## src/rtl/four_n_bits_rr_mux_module_pkg.sv

```systemverilog
// Purpose: source-select encoding shared between the 1-to-4 demux and the 4-to-1 round-robin mux.
// Latency: n/a (types and constants only).
// Backpressure: n/a.
package four_n_bits_rr_mux_module_pkg;

  // Two-bit channel index: 00=A, 01=B, 10=C, 11=D.
  typedef logic [1:0] sel_t;

  localparam sel_t SEL_A = 2'b00;
  localparam sel_t SEL_B = 2'b01;
  localparam sel_t SEL_C = 2'b10;
  localparam sel_t SEL_D = 2'b11;

  // Next priority position after serving index k; the 2-bit add wraps D back to A.
  function automatic sel_t sel_next(input sel_t k);
    return k + sel_t'(1);
  endfunction

endpackage

```

## src/rtl/four_n_bits_rr_mux_module_arbiter.sv

```systemverilog
// Purpose: combinational 4-way round-robin grant, searching REQ upward from PTR modulo 4.
// Latency: 0 cycles (pure combinational).
// Backpressure: none here; the caller qualifies GRANT with its own load enable.
module four_rr_arbiter_module
  import four_n_bits_rr_mux_module_pkg::*;
(
  input  logic [3:0] REQ,
  input  sel_t       PTR,
  output logic [3:0] GRANT,
  output sel_t       GRANT_IDX
);

  // First requester at or after PTR wins; GRANT stays zero when nobody requests.
  always_comb begin
    sel_t k;
    logic found;
    GRANT     = 4'b0000;
    GRANT_IDX = PTR;
    found     = 1'b0;
    k         = PTR;
    for (int i = 0; i < 4; i++) begin
      k = PTR + sel_t'(i);
      if (!found && REQ[k]) begin
        GRANT[k]  = 1'b1;
        GRANT_IDX = k;
        found     = 1'b1;
      end
    end
  end

endmodule

```

## src/rtl/four_n_bits_rr_mux_module.sv

```systemverilog
// Purpose: merge four BITS-wide valid/ready sources into one registered output via round-robin.
// Latency: 1 cycle from input handshake to OUT_VALID.
// Backpressure: READY is all-zero while the output word is held (OUT_VALID && !OUT_READY).
module four_n_bits_rr_mux_module
  import four_n_bits_rr_mux_module_pkg::*;
#(
  parameter int BITS = 4
) (
  input  logic            CLK,
  input  logic            RST,
  input  logic [BITS-1:0] A,
  input  logic [BITS-1:0] B,
  input  logic [BITS-1:0] C,
  input  logic [BITS-1:0] D,
  input  logic [3:0]      VALID,
  output logic [3:0]      READY,
  output logic [BITS-1:0] OUT_DATA,
  output logic [1:0]      OUT_SELECT,
  output logic            OUT_VALID,
  input  logic            OUT_READY
);

  logic [BITS-1:0] out_dat_q, out_dat_d;
  sel_t            out_sel_q, out_sel_d;
  logic            out_vld_q, out_vld_d;
  sel_t            ptr_q, ptr_d;

  logic [3:0]      grant;
  sel_t            grant_idx;
  logic [BITS-1:0] mux_dat;
  logic            load_en;
  logic            xfer;

  four_rr_arbiter_module u_arb (
    .REQ       (VALID),
    .PTR       (ptr_q),
    .GRANT     (grant),
    .GRANT_IDX (grant_idx)
  );

  // Per-bit 4:1 selection of the granted source.
  for (genvar b = 0; b < BITS; b++) begin : g_mux
    logic [3:0] col;
    assign col        = {D[b], C[b], B[b], A[b]};
    assign mux_dat[b] = col[grant_idx];
  end

  // The single output slot can take a word when empty or when it drains this cycle.
  always_comb begin
    load_en = !out_vld_q || OUT_READY;
    READY   = 4'b0000;
    if (!RST && load_en) begin
      READY = grant;
    end
    xfer = |READY;
  end

  // Next state: load on a handshake, clear valid on a drain with nothing to load, else hold.
  always_comb begin
    out_dat_d = out_dat_q;
    out_sel_d = out_sel_q;
    out_vld_d = out_vld_q;
    ptr_d     = ptr_q;
    if (xfer) begin
      out_dat_d = mux_dat;
      out_sel_d = grant_idx;
      out_vld_d = 1'b1;
      ptr_d     = sel_next(grant_idx);
    end else if (load_en) begin
      out_vld_d = 1'b0;
    end
  end

  // State registers; reset discards any pending word and restores A as highest priority.
  always_ff @(posedge CLK) begin
    if (RST) begin
      out_dat_q <= '0;
      out_sel_q <= SEL_A;
      out_vld_q <= 1'b0;
      ptr_q     <= SEL_A;
    end else begin
      out_dat_q <= out_dat_d;
      out_sel_q <= out_sel_d;
      out_vld_q <= out_vld_d;
      ptr_q     <= ptr_d;
    end
  end

  assign OUT_DATA   = out_dat_q;
  assign OUT_SELECT = out_sel_q;
  assign OUT_VALID  = out_vld_q;

endmodule

```

## config.mk

```make
export PLATFORM = sky130hd
export DESIGN_NAME = four_n_bits_rr_mux_module
export DESIGN_NICKNAME = d
export VERILOG_FILES = /design/src/rtl/four_n_bits_rr_mux_module_pkg.sv /design/src/rtl/four_n_bits_rr_mux_module_arbiter.sv /design/src/rtl/four_n_bits_rr_mux_module.sv
export SDC_FILE = /design/constraint.sdc
export NUM_CORES = 1
export LEC_CHECK = 0
export ABC_AREA = 1
export BUFFER_PORTS_ARGS = -buffer_cell sky130_fd_sc_hd__clkbuf_2
export CAP_MARGIN = 5
export CORE_MARGIN = 8
export CORE_UTILIZATION = 55
export DETAILED_ROUTE_END_ITERATION = 8
export GPL_ROUTABILITY_DRIVEN = 0
export GPL_TIMING_DRIVEN = 0
export PLACE_DENSITY = 0.85
export SYNTH_ARGS = -nofsm -noshare
export SYNTH_HDL_FRONTEND = slang
export SYNTH_SLANG_ARGS = --single-unit
```

## constraint.sdc

```tcl
create_clock -name CLK -period 4.06 [get_ports CLK]
set_input_delay 0.406 -clock CLK [delete_from_list [all_inputs] [get_ports CLK]]
set_output_delay 0.406 -clock CLK [all_outputs]
set_load 0.1 [all_outputs]
```

==> Flow_metrics.wiki <==
{| class="wikitable"
! Metric !! Value
|-
| Share of the synthesized area in the top cell type || 0.226
|-
| Arrival time of the worst setup path || 2.69 ns
|-
| Number of failing hold endpoints at the final stage || 0
|-
| Portion of the clock cycle consumed by the worst path in the final layout || 0.762
|-
| Worst Setup Path Type || reg2out
|-
| Max Buffers Root-to-Sink || 2
|-
| Routed vias || 1264
|-
| Share of layout cells above drive strength 1 || 0.290
|-
| Cell total after placement || 247
|-
| Req. time, crit path || 3.65 ns
|-
| Inserted Clock Buffers || 3
|-
| Number of rows created at floorplan || 16
|-
| Most common cell type on the critical path || inv_1
|-
| CP endpoint kind || primary output
|-
| CTS tree || yes
|-
| Via count of the first global-routing pass || 1189
|-
| Master of the slowest instance on the critical path || dfxtp_1
|-
| Number of antenna violations at the first check in global routing || 0
|-
| Final Cell Area || 0.00134 sq mm
|-
| Die area || 0.00372 sq mm
|-
| Worst Reg2Reg Path Length in Cells || 15
|-
| Count of final max-slew check failures || 0
|-
| I/O Pins || 34
|-
| Yosys warns || 0
|-
| Critical path destination || READY[0]
|-
| # DRC || 0
|-
| Launching element type of the critical path || flip-flop
|-
| Global-route wire length before repair || 4.61 mm
|-
| Max Cap Violations || 0
|-
| Final count of negative-setup-slack endpoints || 0
|-
| First DRT Iteration DRCs || 35
|-
| Setup Fix Bufs, Post-CTS || 0
|-
| Final ANT Viol Nets || 0
|-
| Largest area contributor in the netlist || nand2_1
|-
| Total of flip-flops plus latches after synthesis || 9
|-
| Slack of the worst reg-to-reg path || 1.50 ns
|-
| H-tree lvl count || 1
|-
| Slew @ Worst Pin || 0.549 ns
|-
| Delay contributed by the slowest stage of the critical path || 0.50 ns
|-
| Per-cell via count in the routed design || 5.04
|-
| Diodes inserted || 0
|-
| All-Layer GR Usage || 0.155
|-
| Total routed wirelength || 2.69 mm
|-
| First element of the critical path || ptr_q[1]
|-
| Number of search-and-repair iterations in the first detailed-routing pass || 4
|-
| Post-Synthesis Net Count || 217
|-
| Slew HR || 0.635
|-
| Placed inst area || 0.00131 sq mm
|-
| Largest cells by area after synthesis || nand2_1 (23%), dfxtp_1 (16%), nand3_1 (15%)
|-
| Initial core utilization || 0.573
|-
| Die extent in x || 61.0 um
|-
| Final min period || 3.10 ns
|-
| Average cell area after synthesis || 5.95 sq um
|-
| Count of input and output buffers || 33
|-
| Final hold slack || 0.340 ns
|-
| Post-synthesis cell type count || 21
|-
| Max Fanout on Critical Path || 7
|-
| Post-CTS Resized || 0
|-
| Status || finished clean
|-
| Nets || 255
|-
| Layout overhead on the synthesized area || 20.2%
|-
| CP Cell Sequence || inv_1 > ha_1 > inv_1 > nand3_1 > nand2_1 > nor2_4 > nand3_1 > nand3b_1 > nand2_1 > inv_1 > clkbuf_2
|-
| Fmax || 0.323 GHz
|-
| Pin count of the biggest net entering global routing || 11
|-
| RSZ-0062 raised after global routing || no
|-
| Clock Latency Late Sink || 0.27 ns
|-
| Sinks on Clock Net || 9
|-
| Reg2reg end || OUT_DATA[1]
|-
| Register area share after synthesis || 0.162
|-
| Routed len/inst || 10.7 um
|-
| Setup TNS after final layout || 0 ns
|-
| R2R Path Start || ptr_q[1]
|-
| Number of instances in the synthesized netlist || 187
|-
| Root buffer cell || clkbuf_4
|-
| Count of hold-fix buffers inserted at cts || 0
|-
| Remaining Overflow, GRT || 0
|-
| Area of the mapped netlist || 0.00111 sq mm
|-
| Worst clock skew || 0.00289 ns
|-
| Class of the tightest hold or removal check || in2reg
|-
| DPL Wire Length || 2.28 mm
|-
| Vertical die dimension || 61.0 um
|-
| Finished Layout Cells || 251
|-
| Clock-pin slew on the worst setup and hold paths || 0.06 ns
|-
| Area of the core || 0.00194 sq mm
|}
## final cells by class
cell class,count,area (sq um)
Sequential cell,9,180
Tap cell,27,33.8
Multi-Input combinational cell,154,817
Inverter,22,92.6
Fill cell,194,604
Buffer,2,22.5
Timing Repair Buffer,33,165
Clock buffer,4,26.3
## critical path, delay by kind of cell (launching register included)
kind / cells / cell delay (ns)
adder cells (fa/ha/maj): 1 / 0.42
buffers and inverters: 4 / 0.87
flip-flops: 1 / 0.50
AND/OR/NAND/NOR: 6 / 0.63
## state kept, by name, summed over array words and instances, names as in the netlist
| register | flops |
|---|---|
| OUT_SELECT | 2 |
| OUT_DATA | 4 |
| ptr_q | 2 |
| OUT_VALID | 1 |
## metrics by stage
| step | util | setup WS, ns |
|---|---|---|
| finish | 0.689 | 0.965 |
| global route | 0.689 | 0.764 |
| CTS | 0.689 | 0.943 |
| detailed placement | 0.675 | 1.24 |
| global placement | 0.675 | 1.32 |
| floorplan | - | 1.44 |
## per-layer routing
metal | part of all wire | routed length (um) | vias to the layer above | GRT usage
li1 | - | - | 663 | -
met1 | 0.44 | 1190 | 555 | 0.173
met2 | 0.49 | 1310 | 44 | 0.287
met3 | 0.069 | 185 | 2 | 0.0424
met4 | 0.0030 | 8 | 0 | 0.0199
met5 | 0 | 0 | - | 0
## synthesized netlist by cell type
library cell   n
a21oi_1        3
a21oi_2        1
buf_6          2
dfxtp_1        9
ha_1           7
inv_1         18
inv_2          2
inv_6          2
nand2_1       67
nand2_2       13
nand2_4        5
nand3_1       33
nand3_4        2
nand3b_1       1
nand4_1        1
nor2_1        14
nor2_4         2
nor3_1         2
o211ai_1       1
o21ai_0        1
o21ai_1        1
## worst min path at each step
stage	cells after the start	startpoint	slack, ns	end
after global placement	2	OUT_VALID	0.46	OUT_VALID
after CTS	2	RST	0.34	ptr_q[0]
after floorplan	1	RST	0.47	ptr_q[0]
after global routing	2	RST	0.34	ptr_q[0]
final	2	RST	0.34	ptr_q[0]
after detailed placement	2	OUT_VALID	0.49	OUT_VALID
## cells by family (layout without fill, tap and decap cells)
logic type,Yosys count,count (layout),synth area share
and+or+nand+nor,140,140,0.619
buffers and inverters,24,61,0.103
DFF,9,9,0.162
AOI/OAI and AO/OA,7,7,0.0371
adders and majority gates,7,7,0.0787
## cell usage in the layout (no fill, tap or decap), drive strengths merged
cell,synthesis,final
buf,2,2
dfxtp,9,9
clkbuf,0,37
nor2,16,16
inv,22,22
nand2,85,85
a21oi,4,4
nand3b,1,1
nand4,1,1
o21ai,2,2
ha,7,7
nor3,2,2
o211ai,1,1
nand3,35,35
Power is not shown: default switching activity piles up to over one toggle a cycle in this logic, so the estimate is an artifact.
